<file path="src/rtl/uart_pkg.sv">
// Shared types and constants for the UART core.
package uart_pkg;

  typedef enum logic [1:0] {
    TX_IDLE  = 2'd0,
    TX_START = 2'd1,
    TX_DATA  = 2'd2,
    TX_STOP  = 2'd3
  } tx_state_e;

  // RX_WAIT holds off after a bad stop bit until the line returns high.
  typedef enum logic [2:0] {
    RX_IDLE  = 3'd0,
    RX_START = 3'd1,
    RX_DATA  = 3'd2,
    RX_STOP  = 3'd3,
    RX_WAIT  = 3'd4
  } rx_state_e;

  localparam int unsigned StatusW      = 8;
  localparam int unsigned StTxEmpty    = 0;
  localparam int unsigned StTxFull     = 1;
  localparam int unsigned StRxEmpty    = 2;
  localparam int unsigned StRxFull     = 3;
  localparam int unsigned StRxError    = 4;
  localparam int unsigned StTxBusy     = 5;
  localparam int unsigned StRxBusy     = 6;
  localparam int unsigned StRxOverflow = 7;

  localparam int unsigned CtrlClrErr   = 0;
  localparam int unsigned CtrlFlush    = 1;

endpackage

</file>
<file path="src/rtl/uart_fifo.sv">
// Synchronous show-ahead FIFO with registered full/empty flags.
module uart_fifo #(
  parameter int unsigned Width = 8,
  parameter int unsigned Depth = 8
) (
  input  logic             i_clk,
  input  logic             i_rst,
  input  logic             flush,
  input  logic             push,
  input  logic [Width-1:0] wdata,
  input  logic             pop,
  output logic [Width-1:0] rdata,
  output logic             full,
  output logic             empty
);

  localparam int unsigned PtrW = (Depth > 1) ? $clog2(Depth) : 1;
  localparam int unsigned CntW = $clog2(Depth + 1);

  logic [Width-1:0] mem [Depth];
  logic [PtrW-1:0]  wr_ptr_q;
  logic [PtrW-1:0]  rd_ptr_q;
  logic [CntW-1:0]  cnt_q;
  logic [CntW-1:0]  cnt_d;
  logic             do_push;
  logic             do_pop;

  assign do_push = push && !full && !flush;
  assign do_pop  = pop && !empty && !flush;

  // Head entry is visible without a read strobe; forced to zero when empty.
  assign rdata = empty ? '0 : mem[rd_ptr_q];

  // Next occupancy; simultaneous push and pop leave it unchanged.
  always_comb begin
    cnt_d = cnt_q;
    if (flush) begin
      cnt_d = '0;
    end else if (do_push && !do_pop) begin
      cnt_d = cnt_q + CntW'(1);
    end else if (!do_push && do_pop) begin
      cnt_d = cnt_q - CntW'(1);
    end
  end

  // Pointers, count and flags.
  always_ff @(posedge i_clk or posedge i_rst) begin
    if (i_rst) begin
      wr_ptr_q <= '0;
      rd_ptr_q <= '0;
      cnt_q    <= '0;
      full     <= 1'b0;
      empty    <= 1'b1;
    end else begin
      if (flush) begin
        wr_ptr_q <= '0;
        rd_ptr_q <= '0;
      end else begin
        if (do_push) wr_ptr_q <= wr_ptr_q + PtrW'(1);
        if (do_pop)  rd_ptr_q <= rd_ptr_q + PtrW'(1);
      end
      cnt_q <= cnt_d;
      full  <= (cnt_d == CntW'(Depth));
      empty <= (cnt_d == '0);
    end
  end

  // Storage array, no reset needed.
  always_ff @(posedge i_clk) begin
    if (do_push) mem[wr_ptr_q] <= wdata;
  end

endmodule

</file>
<file path="src/rtl/uart_core.sv">
// Full-duplex 8N1 UART with TX/RX FIFOs, RTS/CTS and sticky error flags.
module uart_core
  import uart_pkg::*;
#(
  parameter int unsigned DataLength      = 8,
  parameter int unsigned FifoDepth       = 8,
  parameter int unsigned OverSample      = 8,
  parameter int unsigned BaudRate        = 115200,
  parameter int unsigned SystemClockFreq = 133_000_000,
  parameter int unsigned FlowControl     = 1
) (
  input  logic                  i_clk,
  input  logic                  i_rst,
  input  logic [1:0]            i_ctrl,
  output logic [StatusW-1:0]    o_status,
  input  logic [DataLength-1:0] i_tx_data,
  input  logic                  i_tx_req,
  output logic                  o_tx_rdy,
  output logic [DataLength-1:0] o_rx_data,
  input  logic                  i_rx_req,
  output logic                  o_rx_rdy,
  output logic                  o_rx_error,
  input  logic                  i_rx,
  output logic                  o_tx,
  input  logic                  i_cts,
  output logic                  o_rts
);

  localparam int unsigned TickDiv = SystemClockFreq / (BaudRate * OverSample);
  localparam int unsigned TickW   = (TickDiv > 1) ? $clog2(TickDiv) : 1;
  localparam int unsigned OsW     = $clog2(OverSample);
  localparam int unsigned BitW    = (DataLength > 1) ? $clog2(DataLength) : 1;

  logic [TickW-1:0]      tick_cnt_q;
  logic                  tick;
  logic [1:0]            rx_sync_q;
  logic [1:0]            cts_sync_q;
  logic                  rx_s;
  logic                  cts_ok;
  logic                  flush;
  logic                  clr_err;

  logic                  tx_full, tx_empty, tx_pop;
  logic [DataLength-1:0] tx_fifo_data;
  logic                  rx_full, rx_empty, rx_push, rx_ferr;

  tx_state_e             tx_state_q, tx_state_d;
  logic [OsW-1:0]        tx_tcnt_q, tx_tcnt_d;
  logic [BitW-1:0]       tx_bcnt_q, tx_bcnt_d;
  logic [DataLength-1:0] tx_shift_q, tx_shift_d;
  logic                  tx_q, tx_d;
  logic                  tx_bit_end;

  rx_state_e             rx_state_q, rx_state_d;
  logic [OsW-1:0]        rx_tcnt_q, rx_tcnt_d;
  logic [BitW-1:0]       rx_bcnt_q, rx_bcnt_d;
  logic [DataLength-1:0] rx_shift_q, rx_shift_d;
  logic                  rx_bit_end;
  logic                  rx_err_q;
  logic                  rx_ovf_q;
  logic [StatusW-1:0]    status_c;

  assign flush   = i_ctrl[CtrlFlush];
  assign clr_err = i_ctrl[CtrlClrErr];
  assign tick    = (tick_cnt_q == TickW'(TickDiv - 1));
  assign rx_s    = rx_sync_q[1];
  assign cts_ok  = (FlowControl == 0) || cts_sync_q[1];

  // Free-running oversample tick divider.
  always_ff @(posedge i_clk or posedge i_rst) begin
    if (i_rst)     tick_cnt_q <= '0;
    else if (tick) tick_cnt_q <= '0;
    else           tick_cnt_q <= tick_cnt_q + TickW'(1);
  end

  // Two-stage synchronizers; RX idles high, CTS holds off until seen.
  always_ff @(posedge i_clk or posedge i_rst) begin
    if (i_rst) begin
      rx_sync_q  <= 2'b11;
      cts_sync_q <= 2'b00;
    end else begin
      rx_sync_q  <= {rx_sync_q[0], i_rx};
      cts_sync_q <= {cts_sync_q[0], i_cts};
    end
  end

  uart_fifo #(.Width(DataLength), .Depth(FifoDepth)) u_tx_fifo (
    .i_clk (i_clk),
    .i_rst (i_rst),
    .flush (flush),
    .push  (i_tx_req),
    .wdata (i_tx_data),
    .pop   (tx_pop),
    .rdata (tx_fifo_data),
    .full  (tx_full),
    .empty (tx_empty)
  );

  uart_fifo #(.Width(DataLength), .Depth(FifoDepth)) u_rx_fifo (
    .i_clk (i_clk),
    .i_rst (i_rst),
    .flush (flush),
    .push  (rx_push),
    .wdata (rx_shift_q),
    .pop   (i_rx_req),
    .rdata (o_rx_data),
    .full  (rx_full),
    .empty (rx_empty)
  );

  // TX state and datapath registers.
  always_ff @(posedge i_clk or posedge i_rst) begin
    if (i_rst) begin
      tx_state_q <= TX_IDLE;
      tx_tcnt_q  <= '0;
      tx_bcnt_q  <= '0;
      tx_shift_q <= '0;
      tx_q       <= 1'b1;
    end else begin
      tx_state_q <= tx_state_d;
      tx_tcnt_q  <= tx_tcnt_d;
      tx_bcnt_q  <= tx_bcnt_d;
      tx_shift_q <= tx_shift_d;
      tx_q       <= tx_d;
    end
  end

  assign tx_bit_end = tick && (tx_tcnt_q == OsW'(OverSample - 1));

  // TX next state: frames start on a tick so every bit is exactly OverSample ticks.
  always_comb begin
    tx_state_d = tx_state_q;
    tx_tcnt_d  = tx_tcnt_q;
    tx_bcnt_d  = tx_bcnt_q;
    tx_shift_d = tx_shift_q;
    tx_d       = tx_q;
    tx_pop     = 1'b0;
    if (tick) tx_tcnt_d = tx_bit_end ? '0 : tx_tcnt_q + OsW'(1);
    unique case (tx_state_q)
      TX_IDLE: begin
        tx_d      = 1'b1;
        tx_tcnt_d = '0;
        if (tick && !tx_empty && cts_ok) begin
          tx_pop     = 1'b1;
          tx_shift_d = tx_fifo_data;
          tx_state_d = TX_START;
          tx_d       = 1'b0;
        end
      end
      TX_START: begin
        if (tx_bit_end) begin
          tx_state_d = TX_DATA;
          tx_bcnt_d  = '0;
          tx_d       = tx_shift_q[0];
        end
      end
      TX_DATA: begin
        if (tx_bit_end) begin
          if (tx_bcnt_q == BitW'(DataLength - 1)) begin
            tx_state_d = TX_STOP;
            tx_d       = 1'b1;
          end else begin
            tx_bcnt_d  = tx_bcnt_q + BitW'(1);
            tx_shift_d = tx_shift_q >> 1;
            tx_d       = tx_shift_q[1];
          end
        end
      end
      TX_STOP: begin
        if (tx_bit_end) begin
          if (!tx_empty && cts_ok) begin
            tx_pop     = 1'b1;
            tx_shift_d = tx_fifo_data;
            tx_state_d = TX_START;
            tx_d       = 1'b0;
          end else begin
            tx_state_d = TX_IDLE;
            tx_d       = 1'b1;
          end
        end
      end
      default: tx_state_d = TX_IDLE;
    endcase
  end

  // RX state and datapath registers.
  always_ff @(posedge i_clk or posedge i_rst) begin
    if (i_rst) begin
      rx_state_q <= RX_IDLE;
      rx_tcnt_q  <= '0;
      rx_bcnt_q  <= '0;
      rx_shift_q <= '0;
    end else begin
      rx_state_q <= rx_state_d;
      rx_tcnt_q  <= rx_tcnt_d;
      rx_bcnt_q  <= rx_bcnt_d;
      rx_shift_q <= rx_shift_d;
    end
  end

  assign rx_bit_end = tick && (rx_tcnt_q == OsW'(OverSample - 1));

  // RX next state: recheck start at half a bit, then sample once per bit mid-cell.
  always_comb begin
    rx_state_d = rx_state_q;
    rx_tcnt_d  = rx_tcnt_q;
    rx_bcnt_d  = rx_bcnt_q;
    rx_shift_d = rx_shift_q;
    rx_push    = 1'b0;
    rx_ferr    = 1'b0;
    if (tick) rx_tcnt_d = rx_tcnt_q + OsW'(1);
    unique case (rx_state_q)
      RX_IDLE: begin
        rx_tcnt_d = '0;
        if (!rx_s) rx_state_d = RX_START;
      end
      RX_START: begin
        if (tick && (rx_tcnt_q == OsW'(OverSample / 2 - 1))) begin
          rx_tcnt_d  = '0;
          rx_bcnt_d  = '0;
          rx_state_d = rx_s ? RX_IDLE : RX_DATA;
        end
      end
      RX_DATA: begin
        if (rx_bit_end) begin
          rx_tcnt_d  = '0;
          rx_shift_d = {rx_s, rx_shift_q[DataLength-1:1]};
          if (rx_bcnt_q == BitW'(DataLength - 1)) rx_state_d = RX_STOP;
          else                                    rx_bcnt_d  = rx_bcnt_q + BitW'(1);
        end
      end
      RX_STOP: begin
        if (rx_bit_end) begin
          rx_tcnt_d = '0;
          if (rx_s) begin
            rx_push    = 1'b1;
            rx_state_d = RX_IDLE;
          end else begin
            rx_ferr    = 1'b1;
            rx_state_d = RX_WAIT;
          end
        end
      end
      RX_WAIT: begin
        rx_tcnt_d = '0;
        if (rx_s) rx_state_d = RX_IDLE;
      end
      default: rx_state_d = RX_IDLE;
    endcase
  end

  // Sticky framing-error and overflow flags; a new event wins over a clear.
  always_ff @(posedge i_clk or posedge i_rst) begin
    if (i_rst) begin
      rx_err_q <= 1'b0;
      rx_ovf_q <= 1'b0;
    end else begin
      if (rx_ferr)      rx_err_q <= 1'b1;
      else if (clr_err) rx_err_q <= 1'b0;
      if (rx_push && rx_full) rx_ovf_q <= 1'b1;
      else if (clr_err)       rx_ovf_q <= 1'b0;
    end
  end

  // Status word assembled from registered flags.
  always_comb begin
    status_c               = '0;
    status_c[StTxEmpty]    = tx_empty;
    status_c[StTxFull]     = tx_full;
    status_c[StRxEmpty]    = rx_empty;
    status_c[StRxFull]     = rx_full;
    status_c[StRxError]    = rx_err_q;
    status_c[StTxBusy]     = (tx_state_q != TX_IDLE);
    status_c[StRxBusy]     = (rx_state_q != RX_IDLE);
    status_c[StRxOverflow] = rx_ovf_q;
  end

  assign o_status   = status_c;
  assign o_tx       = tx_q;
  assign o_tx_rdy   = !tx_full;
  assign o_rx_rdy   = !rx_empty;
  assign o_rx_error = rx_err_q;
  assign o_rts      = (FlowControl != 0) ? !rx_full : 1'b1;

endmodule

</file>
<file path="config.mk">
export PLATFORM = sky130hd
export DESIGN_NAME = uart_core
export DESIGN_NICKNAME = d
export VERILOG_FILES = /design/src/rtl/uart_pkg.sv /design/src/rtl/uart_fifo.sv /design/src/rtl/uart_core.sv
export SDC_FILE = /design/constraint.sdc
export NUM_CORES = 1
export LEC_CHECK = 0
export CAP_MARGIN = 5
export CORE_UTILIZATION = 40
export DETAILED_ROUTE_END_ITERATION = 12
export PLACE_DENSITY = 0.62
export SLEW_MARGIN = 10
export SYNTH_ARGS = -nofsm -noshare
export SYNTH_HDL_FRONTEND = slang
export SYNTH_SLANG_ARGS = --single-unit
</file>
<file path="constraint.sdc">
create_clock -name i_clk -period 5.4 [get_ports i_clk]
set_clock_uncertainty 0.05 [all_clocks]
set_input_delay 1.08 -clock i_clk [delete_from_list [all_inputs] [get_ports i_clk]]
set_output_delay 1.08 -clock i_clk [all_outputs]
set_load 0.03 [all_outputs]
</file>
==> impl_metrics.yaml <==
run_status:
  status: "finished clean"
grt:
  grt_pass1_wl_um: 26340
  grt_overflow: 0
  grt_antenna_before_repair: 0
  grt_max_degree: 45
  grt_use_total_pct: 15.75
  grt_pass1_vias: 5074
clock_network:
  numCtsBuffers: 17
  post_cts_buffers: 0
  post_cts_resized: 0
  cts_buffer_depth: 2
  htreeDepth: 4
  clockRootBuffer: "clkbuf_16"
  tritoncts: "done"
  clkTransAtPathRegs_ps: 80
  clock_sinks: 200
  clk_latency_ps: 440
  cts_hold_buffers: 0
job:
  maxCapViolations: 0
worst_setup_path:
  reg2regPathDepth: 4
  crit_required_ps: 4270
  crit_path_end_kind: "output port"
  path_max_fanout: 18
  critical_path_arrival_ps: 2990
  crit_type: "register to output port"
  critPathLaunchType: "register"
routing:
  via_per_inst: 5.257
  vias: 4794
  dr.first_iter.drc_count: 295
  postRouteWirelength_um: 16020
  dr.pass1.iters: 5
  drc: 0
  wl_per_cell_um: 17.57
  ant_nets: 0
sta:
  hold_violations: 0
  worst_pin_slew_ps: 1083
  post-route-period-util_pct: 76.27
  fin_crit_ps: 4119
  rsz0062_at_grt: "false"
  slew_headroom_pct: 27.83
  fmax_mhz: 242.8
  fin_tns_setup_ps: 0
  finalSetupViolations: 0
  finalMaxSlewViolations: 0
die:
  io_pins: 37
  core_sq_um: 21090
  die_h_um: 148.9
  dieArea_sq_um: 22170
  num_rows: 53
  die_w_um: 148.9
  start_util_pct: 40.92
synthesis:
  syn_nets: 633
  synth-seq-cells: 200
  ys.flop_type: "edfxtp_1"
  ys_types: 52
  synth_xor_xnor_area_share_pct: 2.131
  synth_async_sr_flop_share_pct: 36.00
  yosysWarnings: 0
  yosys.area_share.adder_pct: 3.335
  synth_compound_area_share_pct: 4.640
  synth-edff-count: 128
  ys_seq_area_share_pct: 65.49
  synth_cells: 594
  yosys.area_share.simple_pct: 8.801
  synth_top_family_by_area: "multiplexers"
  syn_area_sq_um: 8630
  synth_mux_area_share_pct: 12.98
  syn_area_per_cell_sq_um: 14.53
pwr:
  clock_power_share_pct: 40.2
  max-vdd-ir-drop_mv: 0.2240
  power_frac_comb_pct: 8.5
  p_per_area_nw_per_um2: 336.8
  leakagePower_nw: 3.674
  p_switching_mw: 0.8936
  swShare_pct: 26.81
  power_frac_seq_pct: 51.3
  power.total_mw: 3.333
  p_int_mw: 2.439
placement:
  io_buffers: 36
  gp_congestion: 0.7459
  dp.final_hpwl_um: 10530
cells_and_area:
  final_net_count: 663
  layout-drive-gt1-share_pct: 15.54
  final_cell_mix: "128 x edfxtp_1, 66 x dfrtp_1, 54 x nor2_1"
  num_antenna_cells: 0
  layout_commonest_cell: "edfxtp_1"
  n_fill_cell: 1797
  syn2layout_area_growth_pct: 14.67
worst_hold_path:
  hold_depth: 0
  hp-class: "register to register"
## cell type report
type	count	area (sq um)	area share [%]
Timing Repair Buffer	41	397.9	4.021
Multi-Input combinational cell	341	2766	27.96
Inverter	23	86.33	0.8724
Tap cell	275	344.1	3.477
Clock buffer	17	425.4	4.299
Clock inverter	15	222.7	2.251
Sequential cell	200	5653	57.12
## per-layer routing
layer	vias to the layer above	track usage, %	wire, um
li1	2261	-	-
met1	2419	19.08	6974
met2	95	27.49	8261
met3	19	3.547	508
met4	0	5.561	276
met5	-	0	0
## critical path, stage by stage (launching register included)
cell	delay, ps
dfrtp_1	1070
mux4_2	610
mux2i_1	210
nor2_1	60
clkdlybuf4s50_1	590
## through the flow
stage	setup WS (ps)	area, sq um	hold slack (ps)	instances	utilization [%]
after global routing	1068	9896	318.4	912	46.93
final	1281	9896	305.6	912	46.93
after CTS	1205	9884	310.2	912	46.87
after detailed placement	1692	9236	294.2	880	43.80
after global placement	1740	9231	286.7	880	43.78
after floorplan	2133	8630	281.2	594	-
## cells in the mapped netlist, types with 4 or more instances
library cell  instances  area, sq um
a21oi_1              18        90.09
inv_1                23        86.33
xor2_1                9        78.83
ha_1                 23        287.8
edfxtp_1            128         3844
xnor2_1              12        105.1
nand3_1               9        45.04
dfrtp_1              67         1677
nor2_1               54        202.7
o21ai_0              21        105.1
buf_4                 7        52.55
nor2b_1               4        25.02
clkbuf_1             19        71.32
nand2_1              47        176.4
mux2_2               15        168.9
nand4_1               4        25.02
or3_1                 6        37.54
dfstp_2               5        131.4
mux2i_1              23        230.2
nor3_1               12        60.06
nand2b_1              9        56.30
mux4_2               32        720.7
## flip-flops by register name, indices dropped and copies added, names as in the netlist, 4 cells and up
signal and cells:
u_rx_fifo.mem 64, rx_shift_q 8, u_tx_fifo.mem 64, u_rx_fifo.cnt_q 4, tx_shift_q 8, u_tx_fifo.cnt_q 4, tick_cnt_q 8
## cells by family (layout without fill, tap and decap cells)
kind of cell,count (synthesis),in the layout
AO/OA/AOI/OAI,66,66
AND/OR/NAND/NOR,161,161
adder cells (fa/ha/maj),23,23
XOR/XNOR,21,21
multiplexers,70,70
flip-flops,200,200
buffers and inverters,53,96
## power by group through the flow
stage          Clock [mW]  Sequential [mW]  Combinational [mW]
2_1_floorplan           0             1.70               0.224
3_3_place_gp            0             1.74               0.276
3_5_place_dp            0             1.75               0.284
4_1_cts              1.37             1.71               0.286
5_1_grt              1.42             1.72               0.313
6_report             1.34             1.71               0.283
## path summary, 6_finish.rpt
| path | startpoint | end | slack (ps) |
|---|---|---|---|
| worst max-delay path | u_rx_fifo.rd_ptr_q[0] | o_rx_data[3] | 1280 |
| worst min-delay path | cts_sync_q[0] | cts_sync_q[1] | 310 |
| worst max register to register | tick_cnt_q[5] | u_rx_fifo.mem[1][3] | 2090 |
| worst min register to register | cts_sync_q[0] | cts_sync_q[1] | 310 |
| max in group asynchronous | i_rst | u_rx_fifo.empty | 3220 |
| min in group asynchronous | i_rst | tick_cnt_q[0] | 1110 |
Power figures use the tool's default switching activity.
